[src/rtl/piccolo_pkg.sv]
// Shared constants and state encoding for the Piccolo round controller.
// Optional decryption support is enabled by the PICCOLO_DEC_EN macro in the consumers.
package piccolo_pkg;

    localparam int BLOCK_W   = 64;
    localparam int KEY80_W   = 80;
    localparam int KEY128_W  = 128;

    localparam int R80_DEF   = 25;
    localparam int R128_DEF  = 31;
    localparam int IDX_W_DEF = 5;

    typedef enum logic [1:0] {
        IDLE  = 2'd0,
        LOAD  = 2'd1,
        ROUND = 2'd2,
        HOLD  = 2'd3
    } state_e;

endpackage

[src/rtl/piccolo_round_cnt.sv]
// Loadable up/down round counter that saturates at its terminal value.
// Direction is fixed at preset time; tc_o flags the final round index.
module piccolo_round_cnt
    import piccolo_pkg::*;
#(
    parameter int W = IDX_W_DEF
) (
    input  logic         clk,
    input  logic         rst_n,
    input  logic         load_i,
    input  logic         en_i,
    input  logic         down_i,
    input  logic [W-1:0] last_i,
    output logic [W-1:0] cnt_o,
    output logic         tc_o
);

    logic [W-1:0] cnt_q, cnt_d;

    // Terminal value: N-1 when ascending, 0 when descending.
    assign tc_o  = down_i ? (cnt_q == '0) : (cnt_q == last_i);
    assign cnt_o = cnt_q;

    always_comb begin
        // NOTE: default first so every path assigns cnt_d and no latch is inferred.
        cnt_d = cnt_q;
        if (load_i) begin
            cnt_d = down_i ? last_i : '0;
        end else if (en_i && !tc_o) begin
            cnt_d = down_i ? cnt_q - 1'b1 : cnt_q + 1'b1;
        end
    end

    always_ff @(posedge clk or negedge rst_n) begin
        // NOTE: non-blocking assignment for all registered state.
        if (!rst_n) cnt_q <= '0;
        else        cnt_q <= cnt_d;
    end

endmodule

[src/rtl/piccolo_round_ctrl.sv]
// Piccolo sequencing FSM: accept, load, N rounds, hold result until consumed.
// Define PICCOLO_DEC_EN to add dec_i/dec_o and a descending round index.
module piccolo_round_ctrl
    import piccolo_pkg::*;
#(
    parameter int R80   = R80_DEF,
    parameter int R128  = R128_DEF,
    parameter int IDX_W = IDX_W_DEF
) (
    input  logic             clk,
    input  logic             rst_n,
    input  logic             in_valid_i,
    output logic             in_ready_o,
    input  logic             key128_i,
`ifdef PICCOLO_DEC_EN
    input  logic             dec_i,
    output logic             dec_o,
`endif
    output logic             load_o,
    output logic             round_en_o,
    output logic [IDX_W-1:0] round_idx_o,
    output logic             last_round_o,
    output logic             mode128_o,
    output logic             out_valid_o,
    input  logic             out_ready_i
);

    state_e           state_q, state_d;
    logic             ready_q;
    logic             mode_q, mode_d;
    logic             dec_d;
    logic             accept;
    logic             tc;
    logic [IDX_W-1:0] idx_q;
    logic [IDX_W-1:0] last_idx_d;

    assign accept = ready_q && in_valid_i;
    assign mode_d = accept ? key128_i : mode_q;

`ifdef PICCOLO_DEC_EN
    logic dec_q;
    assign dec_d = accept ? dec_i : dec_q;
    assign dec_o = dec_q;

    always_ff @(posedge clk or negedge rst_n) begin
        if (!rst_n) dec_q <= 1'b0;
        else        dec_q <= dec_d;
    end
`else
    assign dec_d = 1'b0;
`endif

    // Counter presets on the accept edge so the index is already valid during LOAD.
    assign last_idx_d = mode_d ? IDX_W'(R128 - 1) : IDX_W'(R80 - 1);

    piccolo_round_cnt #(.W(IDX_W)) u_cnt (
        .clk    (clk),
        .rst_n  (rst_n),
        .load_i (accept),
        .en_i   (state_q == ROUND),
        .down_i (dec_d),
        .last_i (last_idx_d),
        .cnt_o  (idx_q),
        .tc_o   (tc)
    );

    always_comb begin
        state_d = state_q;
        unique case (state_q)
            IDLE:    if (accept)      state_d = LOAD;
            LOAD:                     state_d = ROUND;
            ROUND:   if (tc)          state_d = HOLD;
            HOLD:    if (out_ready_i) state_d = IDLE;
            default:                  state_d = IDLE;
        endcase
    end

    // ready_q mirrors IDLE but stays low while reset is asserted.
    always_ff @(posedge clk or negedge rst_n) begin
        if (!rst_n) begin
            state_q <= IDLE;
            ready_q <= 1'b0;
            mode_q  <= 1'b0;
        end else begin
            state_q <= state_d;
            ready_q <= (state_d == IDLE);
            mode_q  <= mode_d;
        end
    end

    assign in_ready_o   = ready_q;
    assign load_o       = (state_q == LOAD);
    assign round_en_o   = (state_q == ROUND);
    assign last_round_o = (state_q == ROUND) && tc;
    assign out_valid_o  = (state_q == HOLD);
    assign round_idx_o  = idx_q;
    assign mode128_o    = mode_q;

endmodule

[config.mk]
export PLATFORM = sky130hd
export DESIGN_NAME = piccolo_round_ctrl
export DESIGN_NICKNAME = d
export VERILOG_FILES = /design/src/rtl/piccolo_pkg.sv /design/src/rtl/piccolo_round_cnt.sv /design/src/rtl/piccolo_round_ctrl.sv
export SDC_FILE = /design/constraint.sdc
export NUM_CORES = 1
export LEC_CHECK = 0
export CAP_MARGIN = 20
export CORE_MARGIN = 8
export CORE_UTILIZATION = 51
export DETAILED_ROUTE_END_ITERATION = 16
export PLACE_DENSITY_LB_ADDON = 0.1
export SYNTH_ARGS = -nofsm -noshare
export SYNTH_HDL_FRONTEND = slang
export SYNTH_HIERARCHICAL = 1
export SYNTH_SLANG_ARGS = --single-unit
[constraint.sdc]
create_clock -name clk -period 2.9 [get_ports clk]
set_input_delay 0.435 -clock clk [delete_from_list [all_inputs] [get_ports clk]]
set_output_delay 0.435 -clock clk [all_outputs]
set_load 0.02 [all_outputs]
==> reports/summary.txt <==
power share of the clock group: 0.078
Placer Congestion: 0.892
Vias: 756
placed cell area: 0.00100 mm^2
crit path buf inv count: 4
maximum clock path buffer count: 2
cell area after layout: 0.00103 mm^2
synthesized area: 757 um^2
unrepaired setup endpoints after global routing: no
Psw: 0.000564 W
min-delay worst type: primary input to asynchronous set/reset pin
routed len/inst: 14.8 um
setup TNS: 0 ns
critical path class: primary input to output port
Yosys reg bits: 9
Least-Margin Pin Slew: 0.491 ns
Critical path origin: in_valid_i
Post-synth top flop: dfrtp_1
post-synthesis sequential area ratio: 0.298
Hold Buf Count CTS: 0
Rows: 14
Largest delay share family, worst path: buffers and inverters
area added between synthesis and finish: 35.5%
Post-CTS Setup Bufs: 0
Final Hold Fails: 0
Die Y: 54.5 um
CP max stage cell: clkdlybuf4s50_1
Crit. End Element: output port
combinational power share: 0.679
WP data arrival: 2.29 ns
reg-to-reg startpoint: in_ready_o
Reg clk slew, reported paths: 0.05 ns
initial DRC count: 13
Peak VDD IR: 0.543 mV
TritonCTS sink count: 9
Max-Cap Viols: 0
antenna violations before repair: 0
Port Buffers: 15
core area: 0.00145 mm^2
pin count of the biggest net entering global routing: 12
CP Capture Point: last_round_o
part of the cycle the worst path needs: 0.938
H-tree Lvls: 1
Internal Power: 0.000633 W
Final min period: 2.72 ns
Final #Nets: 130
R2R Path End: u_cnt/cnt_o[2]
Initial Utilization: 0.521
ant diodes: 0
first-pass GRT wire length: 3300 um
Routed Antenna Nets: 0
Detailed Place HPWL: 1560 um
Yosys warnings: 6
Max Clock Freq: 367 MHz
R2R setup slack: 0.85 ns
Inserted Clock Buffers: 3
Slew Viols, Final: 0
Crit path largest cell delay: 0.45 ns
Seq pwr share: 0.242
DRT Pass-1 Iters: 4
DRC Markers: 0
status: finished, final reports clean
PwrDens: 1170 mW/mm^2
ratio of cells with drive above 1 in the final layout: 0.108
Post-synth ARST share: 1.00
cell count along the critical path: 11
area of the die: 0.00297 mm^2
IO Count: 16
sw frac: 0.471
skew final: 0.00131 ns
Lkg Pwr: 0.494 nW
post-synth cell types: 39
Avg Vias per Cell: 5.56
worst-path maximum fanout: 4
CP required: 2.47 ns
vias in the first global route: 733
Slew headroom: 0.664
number of synthesized flops with an enable pin: 0
Final Core Density: 0.706
worst hold margin: 0.473 ns
Startpoint Class: primary input
Die Width: 54.5 um
crit-path cells: clkdlybuf4s50_1 -> nand2_1 -> inv_2 -> mux2_1 -> buf_4 -> xor2_1 -> nor2_1 -> nand2_1 -> nand2_1 -> and2_1 -> clkbuf_2
Avg Inst Size Synth: 8.80 um^2
FF-to-FF path depth: 8
GR Overflow Total: 0
final WL: 2010 um
clock latency on the worst-skew pair: 0.26 ns
CP most frequent cell: nand2_1
clock root buffer: clkbuf_4
final setup violation count: 0
GRT Total Usage: 0.151
Overall Power: 0.00120 W
most common cell after layout, fill and taps aside: clkdlybuf4s50_1
Synth Instances: 86
most frequent cells in the layout: clkdlybuf4s50_1 (14), conb_1 (13), dfrtp_1 (9), nand2_1 (7)
CTS tree: built
[worst min-delay path by stage]
stage,end,cells after the start
floorplan,in_ready_o,0
global placement,state_q[0],1
detailed placement,state_q[0],1
CTS,in_ready_o,1
global route,u_cnt/cnt_o[4],1
finish,state_q[0],1
[synth_stat cells (2+ instances only)]
master,n,share of area
dfrtp_1,9,0.30
ha_1,3,0.050
nand3_1,4,0.026
a31oi_1,3,0.025
o31ai_1,2,0.020
nor2b_1,4,0.033
nand4_1,3,0.025
conb_1,2,0.0099
and3_1,6,0.050
xnor2_1,6,0.069
a21o_1,3,0.030
inv_1,2,0.0099
and2_1,2,0.017
nor2_1,4,0.020
o2111ai_1,3,0.035
nand2_1,7,0.035
[sequential cells by signal (all words and copies together), names as in the netlist]
signal,cells
in_ready_o,1
u_cnt/cnt_o,5
mode128_o,1
state_q,2
[kinds of logic after synthesis]
kind of cell | share of synthesized area
fa+ha+maj | 0.0760
buf+inv | 0.0314
flops | 0.298
simple gates | 0.250
compound gates | 0.226
other cells | 0.00992
xor+xnor | 0.0810
mux | 0.0281
[through the flow]
stage          setup slack (ns)  instances
2_1_floorplan             0.641         97
3_3_place_gp             -0.243        132
3_5_place_dp             -0.253        132
4_1_cts                  0.0130        136
5_1_grt                  0.0533        136
6_report                  0.179        136
[worst reg2reg max path, stage by stage (launching register included)]
cell and delay (ns):
dfrtp_1 0.37, nand2_1 0.10, inv_2 0.05, mux2_1 0.35, buf_4 0.17, xor2_1 0.16
or2_0 0.32, o2111ai_1 0.28, o311a_1 0.20
[layer usage]
layer / GRT usage / vias up / wire [um]
met4: 0.0656 / 0 / 38
met5: 0 / - / 0
met3: 0.0625 / 7 / 121
met1: 0.186 / 347 / 914
met2: 0.225 / 24 / 933
li1: - / 378 / -
[power by group through the flow]
stage	clock, W	sequential (W)	combinational [W]
5_1_grt	0.000104	0.000305	0.000878
4_1_cts	0.0000983	0.000290	0.000808
2_1_floorplan	0	0.000327	0.000466
3_5_place_dp	0	0.000292	0.000805
6_report	0.0000939	0.000290	0.000813
3_3_place_gp	0	0.000289	0.000787
[layout make-up]
class / count / area [um^2]
clock buffers: 4 / 26.3
fillers: 127 / 428
inverters: 4 / 15.0
multi-input cells: 82 / 549
flip-flops and latches: 9 / 225
well taps: 16 / 20.0
repair buffers: 21 / 190
[what timing repair did]
action	in CTS	in global routing
pin swaps	0	0
endpoints found under the setup margin	1	1
gates resized for setup	1	2
(Power assumes the default switching activity.)
